`src/rtl/quad_step_decoder.sv`:
```
// quad_step_decoder: quadrature front end for an up/down counter.
// Raw A/B pins are synchronised and glitch-filtered. Gray-code steps are
// decoded x4 into enable/direction pulses. Illegal double-bit transitions
// are flagged. A reference position count is kept.
//
// Output contract: enable is a one-cycle strobe. direction is meaningful
// whenever enable=1 and otherwise keeps its last value. illegal is a
// one-cycle strobe. enable and illegal are never high in the same cycle.
// err stays set until rst. o_dbg_state shows the FSM state (0=INIT, 1=TRACK).
module quad_step_decoder #(
  parameter int FILTER_LEN = 3,
  parameter int WIDTH      = 8
) (
  input  logic             clk,
  input  logic             rst,
  input  logic             quad_a,
  input  logic             quad_b,
  output logic             enable,
  output logic             direction,
  output logic             illegal,
  output logic             err,
  output logic [WIDTH-1:0] position,
  output logic             o_dbg_state
);

  typedef enum logic {ST_INIT = 1'b0, ST_TRACK = 1'b1} state_t;

  localparam int CW = (FILTER_LEN > 1) ? $clog2(FILTER_LEN) : 1;
  localparam int IW = $clog2(FILTER_LEN + 3);
  localparam logic [CW-1:0] CNT_LAST  = CW'(FILTER_LEN - 1);
  localparam logic [IW-1:0] INIT_LAST = IW'(FILTER_LEN + 1);

  // Bit 1 carries channel A and bit 0 carries channel B throughout.
  state_t          r_state;
  state_t          w_state_nxt;
  logic [IW-1:0]   r_init_cnt;
  logic [1:0]      r_meta;
  logic [1:0]      r_sync;
  logic [1:0]      r_filt;
  logic [CW-1:0]   r_cnt [2];
  logic [1:0]      r_prev;
  logic            w_init;
  logic            w_track;
  logic            w_up;
  logic            w_dn;
  logic            w_both;

  // State register.
  always_ff @(posedge clk) begin
    if (rst) r_state <= ST_INIT;
    else     r_state <= w_state_nxt;
  end

  // Next state: INIT lasts FILTER_LEN+2 cycles. This is long enough for the
  // synchroniser to settle before decoding starts.
  always_comb begin
    w_state_nxt = r_state;
    case (r_state)
      ST_INIT:  if (r_init_cnt == INIT_LAST) w_state_nxt = ST_TRACK;
      ST_TRACK: w_state_nxt = ST_TRACK;
      default:  w_state_nxt = ST_INIT;
    endcase
  end

  // FSM outputs: phase qualifiers used by the datapath.
  always_comb begin
    w_init      = (r_state == ST_INIT);
    w_track     = (r_state == ST_TRACK);
    o_dbg_state = r_state;
  end

  // Count the cycles spent in INIT since reset was released.
  always_ff @(posedge clk) begin
    if (rst || !w_init)             r_init_cnt <= '0;
    else if (r_init_cnt != INIT_LAST) r_init_cnt <= r_init_cnt + IW'(1);
  end

  // Two-flop synchroniser for both channels.
  always_ff @(posedge clk) begin
    if (rst) begin
      r_meta <= 2'b00;
      r_sync <= 2'b00;
    end else begin
      r_meta <= {quad_a, quad_b};
      r_sync <= r_meta;
    end
  end

  // Per-channel filter. The filtered bit follows the synced bit only after
  // FILTER_LEN consecutive disagreeing cycles. During INIT it tracks directly.
  always_ff @(posedge clk) begin
    if (rst) begin
      r_filt <= 2'b00;
      for (int i = 0; i < 2; i++) r_cnt[i] <= '0;
    end else begin
      for (int i = 0; i < 2; i++) begin
        if (w_init) begin
          r_filt[i] <= r_sync[i];
          r_cnt[i]  <= '0;
        end else if (r_sync[i] == r_filt[i]) begin
          r_cnt[i]  <= '0;
        end else if (r_cnt[i] == CNT_LAST) begin
          r_filt[i] <= r_sync[i];
          r_cnt[i]  <= '0;
        end else begin
          r_cnt[i]  <= r_cnt[i] + CW'(1);
        end
      end
    end
  end

  // Gray-code decode of previous vs current filtered pair.
  // The up sequence is 00->10->11->01->00.
  always_comb begin
    w_up = 1'b0;
    w_dn = 1'b0;
    case ({r_prev, r_filt})
      4'b00_10, 4'b10_11, 4'b11_01, 4'b01_00: w_up = 1'b1;
      4'b00_01, 4'b01_11, 4'b11_10, 4'b10_00: w_dn = 1'b1;
      default: ;
    endcase
    w_both = ((r_prev ^ r_filt) == 2'b11);
  end

  // Previous-state register. In INIT it is seeded from the synced pins, so
  // the level present at reset release never looks like a step.
  always_ff @(posedge clk) begin
    if (rst)         r_prev <= 2'b00;
    else if (w_init) r_prev <= r_sync;
    else             r_prev <= r_filt;
  end

  // Registered step/illegal strobes, sticky error and position count.
  always_ff @(posedge clk) begin
    if (rst) begin
      enable    <= 1'b0;
      direction <= 1'b0;
      illegal   <= 1'b0;
      err       <= 1'b0;
      position  <= '0;
    end else begin
      enable  <= w_track && (w_up || w_dn);
      illegal <= w_track && w_both;
      if (w_track && w_both) err <= 1'b1;
      if (w_track && (w_up || w_dn)) begin
        direction <= w_up;
        position  <= w_up ? position + WIDTH'(1) : position - WIDTH'(1);
      end
    end
  end

endmodule

```
`config.mk`:
```
export PLATFORM = sky130hd
export DESIGN_NAME = quad_step_decoder
export DESIGN_NICKNAME = d
export VERILOG_FILES = /design/src/rtl/quad_step_decoder.sv
export SDC_FILE = /design/constraint.sdc
export NUM_CORES = 1
export LEC_CHECK = 0
export CORE_MARGIN = 3
export CORE_UTILIZATION = 55
export CTS_CLUSTER_DIAMETER = 50
export CTS_CLUSTER_SIZE = 14
export DETAILED_ROUTE_END_ITERATION = 8
export DONT_BUFFER_PORTS = 1
export HOLD_SLACK_MARGIN = 0.1
export PLACE_DENSITY = 0.73
export SYNTH_ARGS = -nofsm -noshare
export SYNTH_HDL_FRONTEND = slang
export SYNTH_SLANG_ARGS = --single-unit
```
`constraint.sdc`:
```
create_clock -name clk -period 2.1 [get_ports clk]
set_input_delay 0.42 -clock clk [delete_from_list [all_inputs] [get_ports clk]]
set_output_delay 0.42 -clock clk [all_outputs]
set_load 0.03 [all_outputs]
```
# Word-level counts from Yosys, hierarchy flattened
# Memories as Yosys holds them, arrays and structs flattened.
# Cells that the tools add are included.
classes:
  addsub: 5
  eq_ne: 19
  mux: 53
  n_bitwise: 10
  reduce_logical: 8
op_table:
  columns: ["cell", "count"]
  rows:
  - ["$mux W1", 42]
  - ["$mux W2", 9]
  - ["$eq A4 B4 Y1 const B", 4]
  - ["$add A8 B1 Y8 const B", 1]
  - ["$eq A4 B3 Y1 const B", 2]
  - ["$mux W8", 1]
  - ["$or A1 B1 Y1", 8]
  - ["$reduce_or A4 Y1", 2]
  - ["$sub A8 B1 Y8 const B", 1]
  - ["$eq A2 B2 Y1 const B", 3]
  - ["$add A2 B1 Y2 const B", 2]
  - ["$eq A4 B1 Y1 const B", 1]
  - ["$eq A4 B2 Y1 const B", 1]
  - ["$ne A2 B1 Y1 const B", 2]
  - ["$ne A2 B2 Y1 const B", 2]
  - ["$reduce_and A2 Y1", 2]
  - ["$add A3 B1 Y3 const B", 1]
  - ["$eq A3 B3 Y1 const B", 1]
  - ["$ne A3 B3 Y1 const B", 1]
  - ["$eq A1 B1 Y1", 2]
  - ["$logic_and A1 B1 Y1", 2]
  - ["$logic_or A1 B1 Y1", 2]
  - ["$pmux W1 S2", 1]
  - ["$xor A2 B2 Y2", 1]
  - ["$not A1 Y1", 1]
word_totals:
  reg_bits: 24
  mem_bits_rw: 4
  inputBits: 4
  mem_count: 1
mem_list:
  columns: ["name", "words", "word_bits", "rd", "rd_ports_with_merged_regs", "write_ports", "line_no", "text"]
  rows:
  - ["r_cnt", 2, 2, 2, 0, 2, "40", "logic [CW-1:0] r_cnt [2];"]

# Logic depth before layout (Yosys ltp)
logic_depth:
  depth_word: 8
  depth_mapped: 10
  ltp_nobuf: 9

# Worst setup path before layout
# Ideal clock, no wire load.
synth_path:
  path_type: "register to register"
  start: "reg r_filt[1]"
  end: "reg position[7]"
  arrival_time_ns: 2.106
  path_slack_ns: -0.127
  stages_incl_launch_ff: 10
  n_path_buf: 1
  period_less_slack_ns: 2.227
  path_cell_list: "dfxtp_1 buf_4 xor2_1 nand2_1 ha_1 a21o_1 a31o_2 o21a_1 o21ai_2 mux2_4"
synth_via:
  elab_chain_cells: 5
  elab_cells_between_ends: 15
synth_rtl:
  columns: ["element", "line_no", "text"]
  rows:
  - ["from (decl)", "39", "logic [1:0] r_filt;"]
  - ["from (signal, indexed assignment)", "98", "r_filt[i] <= r_sync[i];"]
  - ["from (signal, indexed assignment)", "103", "r_filt[i] <= r_sync[i];"]
  - ["$eq A4 B2 Y1, or another cell as far along", "117", "case ({r_prev, r_filt})"]
  - ["$reduce_or A4 Y1", "117", null]
  - ["$mux W1", "117", null]
  - ["$logic_or A1 B1 Y1", "145", "if (w_track && (w_up || w_dn)) begin"]
  - ["$logic_and A1 B1 Y1", "145", null]
  - ["to (signal assigned)", "147", "position <= w_up ? position + WIDTH'(1) : position - WIDTH'(1);"]
  - ["to (decl)", "22", "output logic [WIDTH-1:0] position,"]
# Parallel ways exist; a longest one is shown, timed or not.
# A chain may end at the register's enable or synchronous reset.

# Final worst setup path
layout_path:
  start: "reg r_prev[0]"
  end: "reg position[6]"
layout_via:
  elab_chain_cells: 5
  elab_cells_between_ends: 15
layout_rtl:
  columns: ["element", "line_no", "text"]
  rows:
  - ["from (decl)", "41", "logic [1:0] r_prev;"]
  - ["from (signal assigned)", "129", "else if (w_init) r_prev <= r_sync;"]
  - ["from (signal assigned)", "130", "else r_prev <= r_filt;"]
  - ["$eq A4 B2 Y1, or another cell as far along", "117", null]
  - ["$reduce_or A4 Y1 *", "117", null]
  - ["$mux W1 *", "117", null]
  - ["net w_up", "44", "logic w_up;"]
  - ["$logic_or A1 B1 Y1", "145", null]
  - ["$logic_and A1 B1 Y1", "145", null]
# Mark *: on every way through the listed nets, which the timed path passes. The rest lies on a longest branch.

==> summary.txt <==
Outcome
  – Outcome: complete, but fails checks
  – Failing checks: negative setup slack

Routing
  – DR WL/cell: 15.00 um
  – Number of remaining DRC errors: 0
  – Post-Route WL: 2925 um
  – First-pass iteration count of the detailed router: 4
  – Drt via density: 5.574
  – Via Count: 1087
  – Initial DRC count: 32
  – Routed Antenna Nets: 0

Synth
  – Share of flip-flops with an asynchronous set or reset: 0
  – Post-synth top cells: dfxtp_1 (24), nand2_1 (12), ha_1 (10), nor2_1 (10), inv_1 (9)
  – Syn Inst Count: 144
  – Top_reg_cell synth: dfxtp_1
  – EDFF count, synth: 4
  – Top post-synthesis cells by area: dfxtp_1 (34%), ha_1 (8.8%), edfxtp_1 (8.5%), xnor2_1 (4.3%), mux2i_1 (3.5%)
  – Syn Area/Cell: 9.818 sq um
  – Netlist cell types: 39
  – Top-area cell type share of the netlist area: 0.3398
  – Most frequent cell after synthesis: dfxtp_1
  – Cell Area, Synth: 1414 sq um
  – Flops & latches, synth: 28
  – Synthesis warning total: 0
  – Seq/Total Area, Yosys: 0.4248
  – Largest area contributor in the netlist: dfxtp_1

Layout
  – Finished layout cell area: 1742 sq um
  – Layout area overhead: 23.19%
  – ANT cells: 0
  – Nets: 183
  – Non-filler cells, final: 195
  – Layout cells sized above 1: 0.3054

Die
  – Io pins: 17
  – Starting Density: 0.6098
  – Die area: 3215 sq um
  – Die extent in x: 56.70 um
  – Die Y: 56.70 um
  – Core Box Area: 2318 sq um
  – Row Count: 17

Clocking
  – H-tree levels: 1
  – Clock Pin Slew Worst Setup and Hold Paths: 160 ps
  – CTS tree: built
  – Clk_lat worst skew: 330 ps
  – Root Driver: clkbuf_4
  – Clock sink total: 28
  – CTS buffer count: 3
  – Clk buf depth: 2

Setup path
  – Req. time, crit path: 2350 ps
  – Crit Path Max Fanout: 7
  – Crit Path Category: reg -> reg
  – CP Capture Type: register
  – CP startpoint kind: register
  – Worst Path Arrival: 2390 ps

Pwr
  – Leak: 0.7207 nW
  – Peak VDD IR: 0.0004478 V
  – Pwr Density: 662.0 nW/um^2

Timing
  – Tmin final: 2142 ps
  – Hold_ws: 118.5 ps
  – Fin crit share: 1.020
  – RSZ-0062 raised after global routing: yes
  – Final hold vios: 0
  – Clock skew: 7.114 ps
  – Setup violators final: 2
  – Final worst slack: -41.66 ps
  – Achievable Freq: 0.4669 GHz
  – Fin. max-slew vios: 0

Placed design
  – Pre-CTS setup slack: -84.10 ps
  – Final Wtd Congestion: 0.8019
  – Placed standard-cell area: 1604 sq um
  – PortBufs: 0
  – Estimated wirelength of the detail-placed design: 2083 um
  – Placed instance count: 187

Job
  – Max-cap viol count: 0

Hold path
  – Hold crit path type: in -> reg

Global routing
  – Grt met2 use: 0.3218
  – Largest net degree at the start of global routing: 26
  – Gr usage total: 0.1884
  – Vias in the first global route: 1088
  – Busiest grt layer: met2
  – Met1 GRT Util: 0.2175
  – Initial antenna violation count: 0
  – Grt met3 use: 0.04138
  – GRT overflow: 0
  – Global-route wire length before repair: 4740 um
-- worst max-delay path, stage by stage (launching register included) --
cell	delay, ps
dfxtp_2	370
xor2_2	180
nand2_4	160
inv_4	50
fa_2	380
nor2b_4	130
o31a_1	210
o21ai_2	110
and4_4	150
a311o_1	300
-- per-stage QoR --
step | TNS, ps | total power [mW] | util
2_1_floorplan | -35.48 | 0.7461 | -
3_3_place_gp | 0 | 0.7758 | 0.6919
3_5_place_dp | -145.6 | 0.7869 | 0.6919
4_1_cts | 0 | 1.144 | 0.7242
5_1_grt | -468.5 | 1.197 | 0.7512
6_report | -50.53 | 1.153 | 0.7512
-- cell usage in the layout, fill, tap and decap left out, types with 2 or more instances in the layout --
| master | synthesis | layout |
|---|---|---|
| mux2i_1 | 5 | 5 |
| buf_4 | 1 | 22 |
| nand2b_1 | 2 | 2 |
| nor3_1 | 5 | 4 |
| edfxtp_1 | 4 | 4 |
| nor4_1 | 4 | 4 |
| o21a_1 | 2 | 2 |
| a21oi_2 | 0 | 2 |
| clkbuf_4 | 0 | 3 |
| nor2_1 | 10 | 10 |
| nand2_1 | 12 | 11 |
| a21o_1 | 3 | 3 |
| o21ai_0 | 3 | 2 |
| o21ai_2 | 1 | 2 |
| dfxtp_1 | 24 | 21 |
| ha_1 | 10 | 6 |
| xor2_1 | 3 | 2 |
| conb_1 | 1 | 4 |
| inv_1 | 9 | 8 |
| dfxtp_2 | 0 | 3 |
| xnor2_2 | 2 | 3 |
| xnor2_1 | 7 | 6 |
| a21oi_1 | 8 | 6 |
| nor2b_1 | 8 | 7 |
| ha_4 | 0 | 4 |
-- layout make-up --
type                            count  area [sq um]
Inverter                            9         36.28
Clock buffer                        3         22.52
Fill cell                         161         576.8
Clock inverter                      1         30.03
Timing Repair Buffer               22         165.2
Multi-Input combinational cell    104         848.3
Sequential cell                    28         604.3
Tap cell                           28         35.03
-- flip-flops by register name, summed over array words and instances (netlist names) --
signal       count
position         8
r_filt           2
o_dbg_state      1
r_meta           2
r_prev           2
illegal          1
r_cnt            4
r_init_cnt       3
err              1
r_sync           2
enable           1
direction        1
-- repair_timing --
action / 4_1_cts / 5_1_grt
pin swaps: 1 / 10
hold buffers: 0 / 0
buffers inserted: 0 / 4
setup endpoints to repair: 2 / 3
gates resized for setup: 7 / 7
-- final timing paths --
kind	endpoint	cells after the start	startpoint	slack (ps)
setup / recovery	position[6]$_SDFFE_PP0P_	9	r_prev[0]$_SDFF_PP0_	-40
setup reg to reg	position[6]$_SDFFE_PP0P_	9	r_prev[0]$_SDFF_PP0_	-40
hold reg to reg	r_sync[0]$_SDFF_PP0_	1	r_meta[0]$_SDFF_PP0_	450
hold / removal	position[4]$_SDFFE_PP0P_	1	rst	120
-- power by group --
| part | leakage (nW) | switching [mW] | total (mW) | internal (mW) |
|---|---|---|---|---|
| sequential | 0.238 | 0.0214 | 0.592 | 0.570 |
| combinational | 0.455 | 0.104 | 0.204 | 0.100 |
| clock | 0.0279 | 0.164 | 0.357 | 0.193 |
| total | 0.721 | 0.290 | 1.15 | 0.863 |
-- cells by family after synthesis --
group,share of synthesized area
AND/OR/NAND/NOR,0.1681
flip-flops,0.4248
AO/OA/AOI/OAI,0.1177
buffers and inverters,0.05310
XOR/XNOR,0.08496
adder cells (fa/ha/maj),0.1027
multiplexers,0.04602
other,0.002652
-- routing by layer --
layer / wire length, um / vias to the layer above
met5: 0 / -
met4: 86 / 0
met3: 187 / 8
met2: 1431 / 33
met1: 1220 / 513
li1: - / 533
No activity file was read; power rests on OpenSTA's default activity.
